==> config.mk <==
export PLATFORM = sky130hd
export DESIGN_NAME = rtc_display_scanner
export DESIGN_NICKNAME = d
export VERILOG_FILES = /design/src/rtl/rtc_display_scanner.sv
export SDC_FILE = /design/constraint.sdc
export NUM_CORES = 1
export LEC_CHECK = 0
export CAP_MARGIN = 10
export CELL_PAD_IN_SITES_DETAIL_PLACEMENT = 1
export CELL_PAD_IN_SITES_GLOBAL_PLACEMENT = 1
export CORE_MARGIN = 1
export CORE_UTILIZATION = 41
export DETAILED_ROUTE_END_ITERATION = 16
export GPL_TIMING_DRIVEN = 0
export PLACE_DENSITY_LB_ADDON = 0.1
export SLEW_MARGIN = 5
export SYNTH_ARGS = -nofsm -noshare
export SYNTH_HDL_FRONTEND = slang
export SYNTH_SLANG_ARGS = --single-unit
export TNS_END_PERCENT = 1
==> constraint.sdc <==
create_clock -name i_clk -period 3.8 [get_ports i_clk]
set_clock_uncertainty 0.1 [all_clocks]
set_input_delay 0.76 -clock i_clk [delete_from_list [all_inputs] [get_ports i_clk]]
set_output_delay 0.76 -clock i_clk [all_outputs]
set_load 0.005 [all_outputs]
==> src/rtl/rtc_display_scanner.sv <==
// ---------------------------------------------------------------------------
// RtcDisplayScanner: time-multiplexed scanner for the Nexys A7 seven-segment
// display. It walks digits 0..5, holds every anode off for a short blank
// interval at the start of each digit slot to suppress ghosting, and takes a
// snapshot of all six segment patterns at frame start so a frame never
// mixes old and new digits.
//
// Ports:
//   i_clk          system clock
//   i_rst_n        synchronous reset, active-low
//   i_seg1..i_seg6 active-low segment patterns for digits 0..5 (bit7 = DP),
//                  i_seg1 is the rightmost digit
//   i_blank        force the display dark; scanning keeps running
//   o_an           active-low anode enables, at most one bit low
//   o_seg          active-low cathode pattern (bit7 = DP)
//   o_frame_tick   one-cycle pulse following each frame snapshot
// ---------------------------------------------------------------------------
module rtc_display_scanner #(
    parameter int DIGIT_TICKS = 100000,
    parameter int BLANK_TICKS = 1000
) (
    input  logic       i_clk,
    input  logic       i_rst_n,
    input  logic [7:0] i_seg1,
    input  logic [7:0] i_seg2,
    input  logic [7:0] i_seg3,
    input  logic [7:0] i_seg4,
    input  logic [7:0] i_seg5,
    input  logic [7:0] i_seg6,
    input  logic       i_blank,
    output logic [7:0] o_an,
    output logic [7:0] o_seg,
    output logic       o_frame_tick
);

    localparam int CNT_W = $clog2(DIGIT_TICKS);
    localparam logic [CNT_W-1:0] CNT_LAST  = CNT_W'(DIGIT_TICKS - 1);
    localparam logic [CNT_W-1:0] BLANK_CNT = CNT_W'(BLANK_TICKS);

    logic [CNT_W-1:0] r_cnt;
    logic [2:0]       r_idx;
    logic [7:0]       r_shadow [0:5];

    logic       w_cntLast;
    logic       w_snapshot;
    logic       w_blankPhase;
    logic       w_dark;
    logic [7:0] w_anOn;
    logic [7:0] w_digitSeg;

    assign w_cntLast  = (r_cnt == CNT_LAST);
    assign w_snapshot = (r_idx == 3'd0) && (r_cnt == '0);

    // With no blank interval the comparison would be constant-false, so it
    // is only built when a blank interval exists.
    generate
        if (BLANK_TICKS == 0) begin : g_noBlank
            assign w_blankPhase = 1'b0;
        end else begin : g_blank
            assign w_blankPhase = (r_cnt < BLANK_CNT);
        end
    endgenerate

    assign w_dark = w_blankPhase || i_blank;

    // Anode code per digit; the two leftmost anodes stay off permanently.
    always_comb begin
        w_anOn = 8'hFF;
        case (r_idx)
            3'd0:    w_anOn = 8'hFE;
            3'd1:    w_anOn = 8'hFD;
            3'd2:    w_anOn = 8'hFB;
            3'd3:    w_anOn = 8'hF7;
            3'd4:    w_anOn = 8'hEF;
            3'd5:    w_anOn = 8'hDF;
            default: w_anOn = 8'hFF;
        endcase
    end

    // Digit 0 on the snapshot edge shows the value being loaded, so a new
    // frame is visible from its very first ON cycle (matters when there is
    // no blank interval).
    always_comb begin
        w_digitSeg = 8'hFF;
        case (r_idx)
            3'd0:    w_digitSeg = w_snapshot ? i_seg1 : r_shadow[0];
            3'd1:    w_digitSeg = r_shadow[1];
            3'd2:    w_digitSeg = r_shadow[2];
            3'd3:    w_digitSeg = r_shadow[3];
            3'd4:    w_digitSeg = r_shadow[4];
            3'd5:    w_digitSeg = r_shadow[5];
            default: w_digitSeg = 8'hFF;
        endcase
    end

    always_ff @(posedge i_clk) begin
        if (!i_rst_n) begin
            r_cnt        <= '0;
            r_idx        <= 3'd0;
            for (int k = 0; k < 6; k++) begin
                r_shadow[k] <= 8'hFF;
            end
            o_an         <= 8'hFF;
            o_seg        <= 8'hFF;
            o_frame_tick <= 1'b0;
        end else begin
            if (w_cntLast) begin
                r_cnt <= '0;
                r_idx <= (r_idx == 3'd5) ? 3'd0 : r_idx + 3'd1;
            end else begin
                r_cnt <= r_cnt + CNT_W'(1);
            end

            if (w_snapshot) begin
                r_shadow[0] <= i_seg1;
                r_shadow[1] <= i_seg2;
                r_shadow[2] <= i_seg3;
                r_shadow[3] <= i_seg4;
                r_shadow[4] <= i_seg5;
                r_shadow[5] <= i_seg6;
            end
            o_frame_tick <= w_snapshot;

            if (w_dark) begin
                o_an  <= 8'hFF;
                o_seg <= 8'hFF;
            end else begin
                o_an  <= w_anOn;
                o_seg <= w_digitSeg;
            end
        end
    end

endmodule

======== Yosys cells after proc, flatten, opt, wreduce, memory -nomap -nowiden ========
Memories as Yosys holds them, arrays and structs flattened.
Cells that the tools add are included.
word-level totals
  bits in registers ....................... 37
  output and inout port bits .............. 17
  memories ................................ 1
  memory bits (writable) .................. 48
  word-level logic and storage cells ...... 42
memory list
  memory    depth  bits a word  rd ports  clocked after Yosys merged registers in  write ports  line  text
  r_shadow  6      8            6         0                                        6            42    logic [7:0] r_shadow [0:5];
operators by class
  $lt $le $gt $ge ......................... 1
  reduce and logical (&&, ||, !) cells .... 6
  add/sub/neg operators ................... 2
  equal/unequal tests ..................... 6
  bitwise logic cells ..................... 7
  muxes and demuxes ....................... 14
operator list
  cell                                                                             count
  8-bit 2-to-1 mux                                                                 7
  8-bit one-hot mux with 6 select lines                                            1
  6-bit one-hot mux with 6 select lines                                            1
  17-bit by 1-bit adder with 17-bit output (second input constant)                 1
  17-bit == test (second input constant)                                           1
  17-bit logical NOT                                                               1
  17-bit by 10-bit less-than comparator with 1-bit output (second input constant)  1
  3-bit by 2-bit == test with 1-bit output (second input constant)                 2
  3-bit == test (second input constant)                                            2
  1-bit bitwise OR                                                                 6
  1-bit 2-to-1 mux                                                                 4
  2-bit OR reduction                                                               2
  3-bit by 1-bit adder with 3-bit output (second input constant)                   1
  3-bit by 1-bit == test with 1-bit output (second input constant)                 1
  3-bit logical NOT                                                                1
  3-bit 2-to-1 mux                                                                 1
  1-bit logical AND                                                                1
  1-bit logical OR                                                                 1
  1-bit NOT                                                                        1

======== Logic depth before layout (Yosys ltp) ========
  depth after elaboration ................. 6
  gate-level depth with buffers ........... 9
  mapped depth without buffers ............ 6

======== Worst setup path before layout ========
Ideal clock, no wire load.
  path kind ............................... reg2reg
  start point ............................. register r_cnt[11]
  end point ............................... memory r_shadow[0][0], enable pin
  period minus slack after synthesis ...... 2838 ps
  buffers on the path ..................... 0
  slack ................................... 962 ps
  library setup time ...................... 407 ps
  stages on the path, launching flop included .. 5
  data arrival time ....................... 2331 ps
  data required time ...................... 3293 ps
  cell sequence ........................... dfxtp_1 > or4_4 > nor4_4 > nand3_1 > nand2_1
RTL lines
  element                   line  text
  start: declaration        40    logic [CNT_W-1:0] r_cnt;
  start signal: assignment  111   r_cnt <= r_cnt + CNT_W'(1);
  end: declaration          42

======== Worst setup path after layout ========
  start point ............................. register r_idx[2]
  end point ............................... register o_an[1]
on the way
  cells in the longest elaborated chain, start to end .. 2
ends and longest elaborated chain
  element                                      line  text
  start: declaration                           41    logic [2:0] r_idx;
  start signal: assignment                     109   r_idx <= (r_idx == 3'd5) ? 3'd0 : r_idx + 3'd1;
  3-bit == test, or another cell as far along  69    case (r_idx)
  6-bit one-hot mux with 6 select lines *      69
  end signal: assignment                       128   o_an <= w_anOn;
  end: declaration                             31    output logic [7:0] o_an,
Mark *: on every way between the ends. The rest lies on a longest branch, timed or not.
A chain may end at the register's enable or synchronous reset.

==> reports/metrics.yaml <==
status:
  status: "finished, final reports clean"
worst_hold_path:
  hold_start: "r_cnt[0]"
  whs_path_depth: 1
  hold_path_class: "register to register"
  holdPathEnd: "r_cnt[0]"
route:
  ant_nets: 0
  vias_per_cell: 5.13
  post_drt_wl_per_cell_um: 16.6
  drt_wl_total_um: 8600
  vias: 2652
  drt_iter0_markers: 116
  drtPass1Iterations: 4
  post-route-drc-count: 0
final_layout:
  syn2layout_area_growth_pct: 27.9
  antenna_cells: 0
  final_layout_size_suffix_gt1_share_pct: 15.9
  nets: 458
cts:
  htree_levels: 3
  path_clk_slew_ps: 80
  worstSkewPairLatency_ps: 350
  ctsRootBufferMaster: "clkbuf_8"
  holdBufCountCts: 0
  cts_tree: "yes"
  cts_resized: 0
  cts_buffers: 9
  clk_path_buf_depth: 2
  cts_setup_buffers: 0
  cts.sinks: 83
place:
  port_buffers: 65
  place.gp.congestion: 0.789
  dp_hpwl_um: 6300
logic_synthesis:
  synth_most_common_cell: "edfxtp_1"
  synth_warnings: 0
  async_flop_share_pct: 0
  yosys-top-cells-area: "edfxtp_1, dfxtp_1, or2_2, a22oi_1, nor2_1"
  ys_ff_latch: 83
  netlist_instances: 326
  yosys.area.top_type: "edfxtp_1"
  ys_seq_area_share_pct: 58.0
  ys_types: 49
  yosysTopAreaCellShare_pct: 39.0
  ys.flop_type: "edfxtp_1"
  avgSynthCellArea_um2: 11.3
  netlist_area_mm2: 0.00369
  synth_common_cells: "edfxtp_1, dfxtp_1, or2_2"
  synth-edff-count: 48
floorplanning:
  die_area_mm2: 0.00939
  io_pins: 68
  rows: 34
  die_h_um: 96.9
  fp.dieW_um: 96.9
  start_util_pct: 42.3
  core_mm2: 0.00872
critical_path:
  reg2reg_from: "r_idx[2]"
  critPathLaunchType: "register"
  r2r_setup_slack_ps: 1190
  reg2reg_to: "o_an[1]"
  crit_path_end_kind: "register"
  worstPathMaxFanout: 10
  crit_type: "register to register"
  cp.required_ps: 3900
  r2r_cells: 6
  worstPathArrival_ps: 2700
power:
  p_comb_share_pct: 9.3
  p_switching_mw: 0.429
  peakVddDrop_uv: 202
  p_leak_nw: 1.56
  p_int_mw: 1.47
  p_total_mw: 1.90
  power_density_mw_per_mm2: 402
  swShare_pct: 22.6
  seqPwrFrac_pct: 53.5
  clkPwrFrac_pct: 37.2
global_route:
  antenna_found_initial: 0
  grt_pass1_vias: 2677
  grt_overflow: 0
  grt_use_total_pct: 19.1
  grt_max_degree: 41
  grt_pass1_wl_um: 14000
sta:
  finalSetupTns_ps: 0
  slew_violations: 0
  tightest_slew_ps: 906
  finalCriticalPeriod_ps: 2610
  slew_headroom_pct: 39.5
  fin_crit_sh_pct: 68.6
  setup_violations: 0
  hold_viol: 0
  rsz0062_at_grt: "no"
  fmax_ghz: 0.384
job:
  max-cap-violations: 0
sequential cells by signal, indices dropped and copies added, names as in the netlist:
name,cells
r_cnt,17
o_seg,8
r_shadow,48
o_frame_tick,1
o_an,6
r_idx,3
worst max-delay path by stage:
| stage | start | depth (start not counted) | to | slack, ps |
|---|---|---|---|---|
| after floorplan | r_cnt[11] | 4 | r_shadow[0][0] | 960 |
| after detailed placement | i_rst_n | 5 | r_shadow[2][6] | 1160 |
| final | r_idx[2] | 6 | o_an[1] | 1190 |
| after global placement | r_cnt[11] | 4 | r_shadow[3][3] | 280 |
| after global routing | r_idx[2] | 6 | o_an[4] | 1050 |
| after CTS | r_idx[2] | 6 | o_an[1] | 1250 |
layout make-up:
| cell class | instances | area [µm²] |
|---|---|---|
| Buffer | 24 | 119 |
| Clock buffer | 10 | 128 |
| Clock inverter | 6 | 90.1 |
| Fill cell | 947 | 4000 |
| Inverter | 14 | 52.6 |
| Multi-Input combinational cell | 206 | 1390 |
| Sequential cell | 83 | 2140 |
| Tap cell | 108 | 135 |
| Timing Repair Buffer | 66 | 671 |
metrics by stage:
stage	cells	hold WS, ps	setup slack, ps	cell area, µm²	util, %
floorplan	327	341	962	3700	-
global placement	500	357	284	4480	51.4
detailed placement	501	371	1160	4500	51.6
CTS	517	393	1250	4720	54.1
global route	517	452	1050	4720	54.1
finish	517	382	1190	4720	54.1
cell usage in the layout, fill, tap and decap left out, types with 2 or more instances in the layout:
cell type	count
nor3b_1	2
clkbuf_1	13
inv_1	14
a22oi_1	14
o211ai_1	8
conb_1	2
clkbuf_8	9
nor2_1	23
o211a_1	7
nand2b_1	9
dfxtp_1	35
and3_1	4
buf_1	2
buf_2	4
buf_4	4
nor3_1	5
o2111ai_1	7
xnor2_1	5
nor2b_1	3
nand2_1	14
nor4_1	2
and2_1	3
clkdlybuf4s50_1	65
nor4b_1	4
or2_1	10
ha_1	3
mux2i_1	2
clkinv_4	2
or2_2	31
and4_1	4
o21a_1	2
nand3_1	9
nand4_1	8
bufinv_16	2
edfxtp_1	48
xor2_1	9
kinds of logic (layout without fill, tap and decap cells):
logic type | after synthesis | in the layout | share of synthesized area, %
DFF | 83 | 83 | 58.0
other | 1 | 2 | 0.102
muxes | 3 | 3 | 0.847
AOI/OAI and AO/OA | 45 | 45 | 10.0
and+or+nand+nor | 139 | 139 | 22.0
adders and majority gates | 3 | 3 | 1.02
xor gates and xnor gates | 14 | 14 | 3.32
buffers and inverters | 38 | 120 | 4.64
critical path, stage by stage (launching register included):
cell,delay (ps)
dfxtp_1,410
clkbuf_1,430
inv_1,170
ha_1,250
clkbuf_1,240
nor3_1,670
nand3_1,180
layer usage:
| metal | routed length [µm] | track usage (%) | vias up |
|---|---|---|---|
| li1 | - | - | 1315 |
| met4 | 93 | 5.74 | 0 |
| met2 | 3880 | 29.5 | 64 |
| met1 | 4270 | 26.4 | 1260 |
| met3 | 369 | 4.84 | 13 |
| met5 | 0 | 0 | - |
power by group through the flow:
stage / clock, mW / sequential [mW] / combinational [mW]
after detailed placement: 0 / 1.03 / 0.179
final: 0.706 / 1.01 / 0.177
after global placement: 0 / 1.04 / 0.169
after CTS: 0.715 / 1.01 / 0.180
after floorplan: 0 / 1.03 / 0.0884
after global routing: 0.753 / 1.02 / 0.195
Note: power is estimated with default switching activity, not from simulation.
==> RTL change: new RTL, same flow settings <==
Change the parameter `DIGIT_TICKS` from 100000 to 50000.
--- a/src/rtl/rtc_display_scanner.sv
+++ b/src/rtl/rtc_display_scanner.sv
@@ -16,7 +16,7 @@
 //   o_frame_tick   one-cycle pulse following each frame snapshot
 // ---------------------------------------------------------------------------
 module rtc_display_scanner #(
-    parameter int DIGIT_TICKS = 100000,
+    parameter int DIGIT_TICKS = 50000,
     parameter int BLANK_TICKS = 1000
 ) (
     input  logic       i_clk,
Formal check against the unedited RTL: no difference found for any inputs over 10 cycles, from zero or initial values and one cycle with i_rst_n low; that may be too few to reach the edited logic, so the function may still have changed.
==> RTL change against the original RTL <==
Clock power fell by 11%. Worst setup slack got worse by 190 ps. Global-route usage grew 0.65 points. Total power down 4.7%. Final area is 5.1% lower. Sequential cell count is 1 lower. Routed wire length shrank 6.5%. Synthesized area decreased by 5.7%. Highest routed layer unchanged.
==> RTL change: results (changes against the original RTL) <==
The flow ran to the end, and the final reports show no timing, DRC or antenna violations. The switching share of power is 23.2% (+0.61 points). By area the synthesized netlist is led by sky130_fd_sc_hd__edfxtp_1 41%, sky130_fd_sc_hd__dfxtp_1 20%, sky130_fd_sc_hd__or2_2 6.8%, sky130_fd_sc_hd__mux2i_1 3.5%, sky130_fd_sc_hd__nand3_1 3.0%. The standby leakage power is 1.45 nW (-6.9%). The sequential-to-total area share from yosys stat came out at 61.0% (+2.9 points).

The half-perimeter wire length after placement is 5920 um (-5.9%). The largest incremental delay on the critical path is 570 ps (-100 ps). The total global-route track usage is 19.7% (+0.65 points). The number of buffers added by the clock tree synthesis step came out at 9 (unchanged). The reg-to-reg endpoint is o_an[3]. The number of hold-repair buffers added at the cts stage came out at 0 (unchanged). The count of distinct cell types in the synthesized netlist is 40 (-18%). The origin of the critical flop-to-flop path is r_idx[0]. The via count of the first global-routing pass was 2584 (-3.5%). The share of post-route cells with drive strength above 1 came to 16.4% (+0.56 points). The clock transition time at the flip-flop clock pins of the worst setup and hold paths came out at 90 ps. The number of warnings reported in the yosys synthesis log was 0 (unchanged). The largest registers in the layout are r_shadow (48), r_cnt (16), o_seg (8).

The diode insertion count for antenna repair is 0 (unchanged). The met2 usage in global routing is 34.8% (+5.3 points). The cell depth of the worst hold path is 1 (unchanged).

The largest net degree at the start of global routing came out at 40 (-2.4%). The register-to-register path setup slack is 1000 ps (-190 ps). The met3 demand-to-capacity share in global routing is 4.13% (-0.71 points). The H-tree level count is 3 (unchanged).

On the critical path, the stage with the largest delay is an instance of sky130_fd_sc_hd__clkbuf_1. The depth of the worst register-to-register path is 7 (+1). The maximum fanout count along the critical path is 10 (unchanged). The total length of routed wires came out at 8040 um (-6.5%). The count of buffers inserted at the top-level ports is 65 (unchanged). The total cell area at the placement stage came out at 4290 sq um (-4.8%). The endpoint with the worst hold slack is r_cnt[0].

Broken down by cell family, the worst path's largest delay share belongs to buffers and inverters. The count of flip-flops with a built-in enable after synthesis is 48 (unchanged). The total via count after detailed routing came to 2471 (-6.8%).

The global-route wire length before repair came out at 12800 um (-8.1%). The global routing usage on met1 came out at 23.8% (-2.6 points). The actual transition at the worst max-transition pin came to 788 ps (-117 ps). The hold path startpoint is r_cnt[0]. The final weighted congestion in routability-driven placement is 0.831 (+5.3%). The count of TritonRoute iterations in the first routing pass is 4 (unchanged). The initial antenna violation count is 0 (unchanged). By count the netlist is led by 48 x sky130_fd_sc_hd__edfxtp_1, 38 x sky130_fd_sc_hd__or2_2, 34 x sky130_fd_sc_hd__dfxtp_1. The count of nets after finishing came out at 432 (-5.7%). The number of violations reported at the end of detailed-routing iteration 0 came out at 50 (-57%). The maximum vdd drop is 0.200 mV (-1.1%). The clock sink count is 82 (-1.2%). In this run the worst hold path is classified as flop to flop.
## RTL change: how the worst max path moves through the flow
stage                     slack, ps      from        endpoint  cells after the start
after global routing            840  r_idx[0]         o_an[3]                      7
final                          1000  r_idx[0]         o_an[3]                      7
after floorplan                 840  r_cnt[0]  r_shadow[0][0]                      6
after CTS                       940  r_idx[0]         o_an[3]                      7
after global placement          140  r_idx[2]  r_shadow[5][3]                      4
after detailed placement        950  r_idx[0]         o_an[3]                      7
## RTL change: power by group through the flow
| stage | clock [mW] | combinational (mW) | sequential, mW |
|---|---|---|---|
| 2_1_floorplan | 0 | 0.0835 | 1.02 |
| 3_3_place_gp | 0 | 0.165 | 1.02 |
| 3_5_place_dp | 0 | 0.176 | 1.02 |
| 4_1_cts | 0.642 | 0.177 | 1.00 |
| 5_1_grt | 0.670 | 0.190 | 1.01 |
| 6_report | 0.631 | 0.173 | 1.00 |
## RTL change: final cells by class
type / instances / area [sq um]
timing repair buffer: 66 / 671
buffer: 15 / 80.1
tap: 105 / 131
multi-input combinational: 195 / 1250
fill: 873 / 3730
inverter: 9 / 33.8
sequential: 82 / 2120
clock inverter: 6 / 66.3
clock buffer: 10 / 128
## RTL change: kinds of logic (layout without fill, tap and decap cells)
logic type,after synthesis,count (layout),share of synthesized area (%)
other,1,2,0.108
AO/OA/AOI/OAI,34,34,6.54
flip-flops,82,82,61.0
multiplexers,12,12,3.45
adder cells (fa/ha/maj),3,3,1.08
AND/OR/NAND/NOR,129,129,20.8
buffers and inverters,24,106,3.27
XOR/XNOR,15,15,3.77
## RTL change: routing by layer
layer	vias to the layer above	wire, um
met4	0	113
li1	1212	-
met1	1195	3550
met2	51	4140
met3	13	237
met5	-	0
## RTL change: stage by stage
stage	setup WS (ps)	utilization (%)	hold WS [ps]	total power [mW]	instances
global placement	142	51.9	362	1.19	471
finish	1000	54.6	389	1.81	488
global route	842	54.6	422	1.87	488
floorplan	837	-	341	1.10	301
detailed placement	949	52.2	383	1.20	472
CTS	944	54.6	400	1.82	488
